$ cat config.mk
export PLATFORM = sky130hd
export DESIGN_NAME = div_share_arbiter
export DESIGN_NICKNAME = d
export VERILOG_FILES = /design/src/rtl/div_share_arbiter.sv
export SDC_FILE = /design/constraint.sdc
export NUM_CORES = 1
export LEC_CHECK = 0
export BUFFER_PORTS_ARGS = -buffer_cell sky130_fd_sc_hd__buf_2
export CORE_AREA = 2 2 130 132
export DETAILED_ROUTE_END_ITERATION = 12
export DIE_AREA = 0 0 132 134
export GPL_TIMING_DRIVEN = 0
export PLACE_DENSITY = 0.6
export SYNTH_ARGS = -nofsm -noshare
export SYNTH_HDL_FRONTEND = slang
export SYNTH_SLANG_ARGS = --single-unit
$ cat constraint.sdc
create_clock -name i_clk -period 4.8 [get_ports i_clk]
set_input_delay 0.96 -clock i_clk [delete_from_list [all_inputs] [get_ports i_clk]]
set_output_delay 0.96 -clock i_clk [all_outputs]
set_load 0.01 [all_outputs]
$ cat src/rtl/div_share_arbiter.sv
// div_share_arbiter: round-robin time-sharing of one Q16.16 divider among
// NUM_REQ requesters. Captures the selected operands, runs the divider's
// start/done handshake and returns one registered quotient per divide.
// Optional build macro: DIV_SHARE_ZERO_BYPASS_EN (a zero divisor returns a
// saturated quotient without starting the divider).
module div_share_arbiter #(
   parameter int NUM_REQ = 3,
   parameter int DATA_W  = 32
) (
   input  logic                      i_clk,
   input  logic                      i_rst,
   input  logic [NUM_REQ-1:0]        i_req,
   input  logic [NUM_REQ*DATA_W-1:0] i_dividend,
   input  logic [NUM_REQ*DATA_W-1:0] i_divisor,
   output logic [NUM_REQ-1:0]        o_grant,
   output logic [NUM_REQ-1:0]        o_done,
   output logic [DATA_W-1:0]         o_quotient,
   output logic                      o_busy,
   output logic                      o_div_start,
   output logic [DATA_W-1:0]         o_div_dividend,
   output logic [DATA_W-1:0]         o_div_divisor,
   input  logic [DATA_W-1:0]         i_div_quotient,
   input  logic                      i_div_done
);

   localparam int PTR_W = (NUM_REQ > 1) ? $clog2(NUM_REQ) : 1;

   typedef enum logic [1:0] {S_IDLE, S_WAIT, S_RETIRE} state_t;

   state_t               state_q, state_d;
   logic [PTR_W-1:0]     rr_ptr_q, rr_ptr_d;
   logic [PTR_W-1:0]     sel_q, sel_d;
   logic [NUM_REQ-1:0]   grant_q, grant_d;
   logic [NUM_REQ-1:0]   done_q, done_d;
   logic [DATA_W-1:0]    quot_q, quot_d;
   logic                 start_q, start_d;
   logic [DATA_W-1:0]    dvd_q, dvd_d;
   logic [DATA_W-1:0]    dvs_q, dvs_d;

   logic                 pick_vld;
   logic [PTR_W-1:0]     pick;
   logic [DATA_W-1:0]    pick_dvd;
   logic [DATA_W-1:0]    pick_dvs;

   // (base + off) mod NUM_REQ; off never exceeds NUM_REQ-1
   function automatic logic [PTR_W-1:0] wrap_idx(input logic [PTR_W-1:0] base, input int off);
      int s;
      s = int'(base) + off;
      if (s >= NUM_REQ) s = s - NUM_REQ;
      return PTR_W'(s);
   endfunction

   function automatic logic [PTR_W-1:0] next_ptr(input logic [PTR_W-1:0] p);
      return (p == PTR_W'(NUM_REQ - 1)) ? '0 : p + PTR_W'(1);
   endfunction

   // First requesting index at or after rr_ptr, scanning with wrap-around
   always_comb begin
      pick_vld = 1'b0;
      pick     = '0;
      for (int i = 0; i < NUM_REQ; i++) begin
         if (!pick_vld && i_req[wrap_idx(rr_ptr_q, i)]) begin
            pick_vld = 1'b1;
            pick     = wrap_idx(rr_ptr_q, i);
         end
      end
   end

   assign pick_dvd = i_dividend[pick*DATA_W +: DATA_W];
   assign pick_dvs = i_divisor[pick*DATA_W +: DATA_W];

   // Next-state and registered-output logic for IDLE -> WAIT -> RETIRE
   always_comb begin
      state_d  = state_q;
      rr_ptr_d = rr_ptr_q;
      sel_d    = sel_q;
      grant_d  = grant_q;
      done_d   = '0;
      quot_d   = quot_q;
      start_d  = 1'b0;
      dvd_d    = dvd_q;
      dvs_d    = dvs_q;
      case (state_q)
         S_IDLE: begin
            if (pick_vld) begin
               sel_d       = pick;
               dvd_d       = pick_dvd;
               dvs_d       = pick_dvs;
               grant_d     = '0;
               grant_d[pick] = 1'b1;
`ifdef DIV_SHARE_ZERO_BYPASS_EN
               if (pick_dvs == '0) begin
                  // Saturate toward the dividend's sign; never touch the divider
                  done_d[pick] = 1'b1;
                  quot_d       = pick_dvd[DATA_W-1] ? {1'b1, {(DATA_W-2){1'b0}}, 1'b1}
                                                    : {1'b0, {(DATA_W-1){1'b1}}};
                  rr_ptr_d     = next_ptr(pick);
                  state_d      = S_RETIRE;
               end else begin
                  start_d = 1'b1;
                  state_d = S_WAIT;
               end
`else
               start_d = 1'b1;
               state_d = S_WAIT;
`endif
            end
         end
         S_WAIT: begin
            if (i_div_done) begin
               quot_d        = i_div_quotient;
               done_d[sel_q] = 1'b1;
               rr_ptr_d      = next_ptr(sel_q);
               state_d       = S_RETIRE;
            end
         end
         S_RETIRE: begin
            // Requests are ignored here so the served requester can drop its level
            grant_d = '0;
            state_d = S_IDLE;
         end
         default: state_d = S_IDLE;
      endcase
   end

   // State and output registers; reset abandons any in-flight divide
   always_ff @(posedge i_clk) begin
      if (i_rst) begin
         state_q  <= S_IDLE;
         rr_ptr_q <= '0;
         sel_q    <= '0;
         grant_q  <= '0;
         done_q   <= '0;
         quot_q   <= '0;
         start_q  <= 1'b0;
         dvd_q    <= '0;
         dvs_q    <= '0;
      end else begin
         state_q  <= state_d;
         rr_ptr_q <= rr_ptr_d;
         sel_q    <= sel_d;
         grant_q  <= grant_d;
         done_q   <= done_d;
         quot_q   <= quot_d;
         start_q  <= start_d;
         dvd_q    <= dvd_d;
         dvs_q    <= dvs_d;
      end
   end

   assign o_grant        = grant_q;
   assign o_done         = done_q;
   assign o_quotient     = quot_q;
   assign o_busy         = (state_q != S_IDLE);
   assign o_div_start    = start_q;
   assign o_div_dividend = dvd_q;
   assign o_div_divisor  = dvs_q;

endmodule

=== After elaboration in Yosys (flattened, before gate mapping) ===
Cells that the tools add are included.

* Register bits: 109
* Output and inout port bits: 104

* Reductions and logical operators: 15
* Add/sub/neg operators: 6
* Shift operators: 2
* $lt $le $gt $ge: 10
* Equal/unequal tests: 5
* Bitwise operators: 3
* Multiplexer cells: 26

{| class="wikitable"
|+ Operators with widths
! operator !! count
|-
| $shiftx 96x8->32 || 2
|-
| $mux 2 || 9
|-
| $lt 2x3->1 const B || 5
|-
| $mux 1 || 9
|-
| $reduce_and 2->1 || 4
|-
| $bmux 1 s2 || 3
|-
| $ge 3x2->1 const B || 2
|-
| $pmux 3 s2 || 1
|-
| $sub 2x2->2 const B || 3
|-
| $demux 1 s2 || 2
|-
| $eq 2x2->1 const B || 2
|-
| $ge 2x1->1 const B || 2
|-
| $logic_and 1x1->1 || 4
|-
| $ne 2x2->1 const B || 2
|-
| $pmux 2 s2 || 1
|-
| $reduce_bool 2->1 || 2
|-
| $add 2x1->3 const B || 1
|-
| $add 2x2->3 const B || 1
|-
| $mux 3 || 1
|-
| $not 1->1 || 3
|-
| $reduce_or 3->1 || 1
|-
| $add 2x1->2 const B || 1
|-
| $eq 2x1->1 const B || 1
|-
| $ge 2x2->1 const B || 1
|-
| 3 further kinds || 4
|}

=== Longest topological paths before layout ===
* Depth after elaboration: 17
* Mapped depth: 11
* Depth with buffers taken out: 8

=== Worst setup path before layout ===
No wires, ideal clock.

* Kind: in2reg
* Start: input i_req[0]
* End: register dvd_q[0] (netlist: o_div_dividend[0])
* Path slack: 2.358 ns
* Stages on the path: 8
* Arrival time: 2.320 ns
* Data required time: 4.679 ns
* Path buffers: 2
* Cells stage by stage: mux2_4 > mux2_4 > nand2b_1 > nand2_1 > buf_6 > clkbuf_1 > a211oi_1 > o2bb2ai_1

* Word-level cells in the longest chain between the ends: 10
* Elaborated cells between the ends (all ways): 18

{| class="wikitable"
|+ Ends and longest elaborated chain
! what !! line !! RTL
|-
| start: declaration || 12 || <nowiki>input logic [NUM_REQ-1:0] i_req,</nowiki>
|-
| $bmux 1 s2 || 62 || <nowiki>if (!pick_vld && i_req[wrap_idx(rr_ptr_q, i)]) begin</nowiki>
|-
| $mux 1 (implied by the code) || 62 ||
|-
| $mux 1 || 62 ||
|-
| $logic_not 1->1 || 62 ||
|-
| $logic_and 1x1->1 || 62 ||
|-
| $mux 1 || 62 ||
|-
| $logic_not 1->1 || 62 ||
|-
| $logic_and 1x1->1 || 62 ||
|-
| $mux 2 or $mux 1 (tied branches) || 62 ||
|-
| $shiftx 96x8->32 or $reduce_and 2->1 (tied branches) || - ||
|-
| end signal: assignment || 146 || <nowiki>dvd_q <= dvd_d;</nowiki>
|-
| end: declaration || 37 || <nowiki>logic [DATA_W-1:0] dvd_q, dvd_d;</nowiki>
|}

Parallel ways exist; a longest one is shown, timed or not. The select of a mux whose other input is x is not followed.
A chain may end at the register's enable or synchronous reset.

=== Final worst setup path ===
* Start: register rr_ptr_q[0]
* End: register dvd_q[27] (netlist: o_div_dividend[27])

* Word-level cells in the longest chain between the ends: 12
* Elaborated cells between the ends (all ways): 29

{| class="wikitable"
|+ Ends and longest elaborated chain
! what !! line !! RTL
|-
| start: declaration || 31 || <nowiki>logic [PTR_W-1:0] rr_ptr_q, rr_ptr_d;</nowiki>
|-
| start signal: assignment || 140 || <nowiki>rr_ptr_q <= rr_ptr_d;</nowiki>
|-
| branches (longest 12 deep; another with $add 2x1->3) || - ||
|}

Parallel ways; which one is timed is not known. The select of a mux whose other input is x is not followed.

==> impl_metrics.yaml <==
routing:
  avgRoutedWirePerCell_um: 16.8
  antenna_left: 0
  drc: 0
  firstDrtPassIters: 5
  dr.first_iter.drc_count: 340
  drt_wl_total_um: 19600
  vias: 5891
  post_drt_via_cell_ratio: 5.05
place:
  portBuffers: 332
  dp_hpwl_um: 15100
  globalplace.congestion: 0.885
  post-place-cells: 1150
power:
  p_sw_share_pct: 33.2
  p_clk_share_pct: 27.3
  p_leak_nw: 3.49
  p_per_area_nw_per_um2: 355
  vdd.ir_drop.worst_uv: 161
  p_switching_mw: 0.868
  power_frac_seq_pct: 41.5
  intPower_mw: 1.74
  combPwrFrac_pct: 31.2
finish:
  fillCellCount: 1692
  diodes: 0
  syn_to_final_growth_pct: 43.0
  drive_above_1_share_pct: 41.0
  stdcell_count: 1166
  layout.nets: 1175
worst_hold_path:
  hold_path_class: "reg2reg"
synth:
  synth_area_sq_um: 5150
  synth_cell_types: 38
  synth_top_area_cell: "dfxtp_1"
  ys_top_cells_by_area: "dfxtp_1 (42%), o2bb2ai_1 (11%), a211oi_1 (9.5%)"
  synth_top_cell_area_share_pct: 42.4
  ys_seq_area_share_pct: 42.4
  yosysMostFrequentCell: "dfxtp_1"
  yosysWarnings: 0
  syn-num-nets: 832
  synth_edf_count: 0
  async_flop_share_pct: 0
  ys_seq_elements: 109
  syn_inst: 598
  synth-main-ff-cell: "dfxtp_1"
  synth_area_per_cell_sq_um: 8.61
  synth_common_cells: "dfxtp_1 (109), nand2_1 (71), a211oi_1 (65), and3_1 (64), o2bb2ai_1 (64)"
run:
  maxCapViolCount: 0
global_route:
  grt_pass1_vias: 5802
  grt_overflow: 0
  groute.usage.overall_pct: 21.4
  antenna_found_initial: 2
  grt_pass1_wl_um: 30400
  grt_start_max_net_pins: 17
sta:
  setup-tns-final_ns: 0
  worstMarginPinSlew_ns: 0.572
  finClkSkew_ns: 0.0101
  fmaxAchievable_mhz: 348
  max_slew_margin_pct: 61.8
  hold_viol: 0
  rsz0062_at_grt: "no"
  setup_viol_count_final: 0
  fin_crit_ns: 2.87
  fin_crit_sh_pct: 59.8
  slew_viol_final: 0
clock_network:
  clock_sinks: 109
  cts_resized: 0
  cts_hold_buffers: 0
  clockBufferDepth: 2
  clk_latency_ns: 0.35
  cts_tree: "done"
  post-cts-setup-buffers: 0
  htree_levels: 3
  path_clk_slew_ns: 0.07
  cts_buffers: 9
  clock-root-buffer: "clkbuf_16"
floorplan:
  rows: 47
  start_util_pct: 31.6
  die_y_um: 134
  core_sq_um: 16300
  dieWidth_um: 132
  io_pins: 334
  die_area_sq_um: 17700
critical_path:
  cp.buffers_inverters: 4
  endpoint_kind: "flip-flop"
  start_kind: "flip-flop"
  required_ns: 5.08
  cpMostUsedCell: "buf_2"
  cp_cell_sequence: "inv_1, ha_1, clkbuf_1, nand3b_1, o21ai_1, o31ai_2, nor2_1, buf_2, buf_2, o21ai_0, o2bb2ai_1"
  critPathSlowestCell: "dfxtp_1"
  path_delay_family: "buffers and inverters"
  crit_path_max_fanout: 10
  arrival_ns: 3.15
  path_class: "reg2reg"
  max_stage_delay_ns: 0.38
run_status:
  status: "finished, final reports clean"
==> placed cells by master, fill, tap and decap left out, drive strengths merged, types with 2 or more instances in the layout <==
| master | n |
|---|---|
| nor4 | 2 |
| o2bb2ai | 64 |
| a21oi | 39 |
| ha | 4 |
| buf | 357 |
| nor3b | 2 |
| and3b | 2 |
| mux2i | 4 |
| mux2 | 2 |
| nor4b | 3 |
| nand2 | 71 |
| nand3b | 3 |
| nor2b | 3 |
| inv | 5 |
| dfxtp | 109 |
| nor3 | 4 |
| nor2 | 10 |
| and3 | 64 |
| clkinv | 3 |
| a211oi | 65 |
| clkbuf | 50 |
| o21ai | 69 |
==> metrics by stage <==
stage / worst slack [ns] / area, sq um / power (mW) / util, % / hold slack (ns)
after global routing: 1.61 / 7360 / 2.77 / 45.2 / 0.471
after global placement: 1.74 / 7080 / 1.92 / 43.5 / 0.434
after CTS: 1.86 / 7360 / 2.64 / 45.2 / 0.453
after floorplan: 2.36 / 5150 / 1.56 / - / 0.463
final: 1.93 / 7360 / 2.61 / 45.2 / 0.454
after detailed placement: 1.74 / 7080 / 1.92 / 43.5 / 0.441
==> power groups by stage <==
| stage | Sequential, mW | Combinational (mW) | Clock [mW] |
|---|---|---|---|
| global route | 1.10 | 0.902 | 0.768 |
| floorplan | 1.16 | 0.406 | 0 |
| CTS | 1.08 | 0.822 | 0.732 |
| global placement | 1.10 | 0.820 | 0 |
| finish | 1.08 | 0.815 | 0.713 |
| detailed placement | 1.10 | 0.818 | 0 |
==> cell families (layout without fill, tap and decap cells) <==
kind of cell | count (synthesis) | count (layout) | synth area share [%]
simple gates | 167 | 167 | 16.9
buf+inv | 68 | 416 | 6.05
compound gates | 244 | 244 | 32.4
mux | 6 | 6 | 1.36
fa+ha+maj | 4 | 4 | 0.972
flops | 109 | 109 | 42.4
==> worst paths after layout <==
check	depth (start not counted)	end	start	slack [ns]
worst min-delay path	2	o_quotient[30]	o_quotient[30]	0.45
worst max-delay path	11	o_div_dividend[27]	rr_ptr_q[0]	1.93
worst max register to register	11	o_div_dividend[27]	rr_ptr_q[0]	1.93
worst min register to register	2	o_quotient[30]	o_quotient[30]	0.45
==> worst register-to-register path, cell delays in order (launching register included) <==
cell       delay, ns
dfxtp_1         0.38
inv_1           0.08
ha_1            0.28
clkbuf_1        0.32
nand3b_1        0.16
o21ai_1         0.28
o31ai_2         0.11
nor2_1          0.32
buf_2           0.34
buf_2           0.24
o21ai_0         0.14
o2bb2ai_1       0.16
==> flip-flops by register name, indices dropped and copies added, names as in the netlist <==
| register | count |
|---|---|
| o_div_dividend | 32 |
| sel_q | 2 |
| o_div_start | 1 |
| o_quotient | 32 |
| o_grant | 3 |
| rr_ptr_q | 2 |
| o_done | 3 |
| state_q | 2 |
| o_div_divisor | 32 |
==> layer usage <==
layer  track usage [%]  routed length (um)  share of wire (%)  up-vias
li1                  -                   -                  -     2922
met2              37.0                9460                 48      259
met3              6.12                1660                8.4       28
met1              25.6                8040                 41     2680
met4              7.31                 437                2.2        2
met5                 0                  17              0.087        -
==> area by class of cell <==
class                   instances  area [sq um]  share of cell area (%)
multi-input cells             421          2650                    36.0
flip-flops and latches        109          2180                    29.6
repair buffers                332          1660                    22.6
plain buffers                  63           293                    3.98
well taps                     220           275                    3.74
clock buffers                  12           256                    3.48
clock inverters                 4          22.5                   0.306
inverters                       5          18.8                   0.255
No activity file was read; power rests on OpenSTA's default activity.
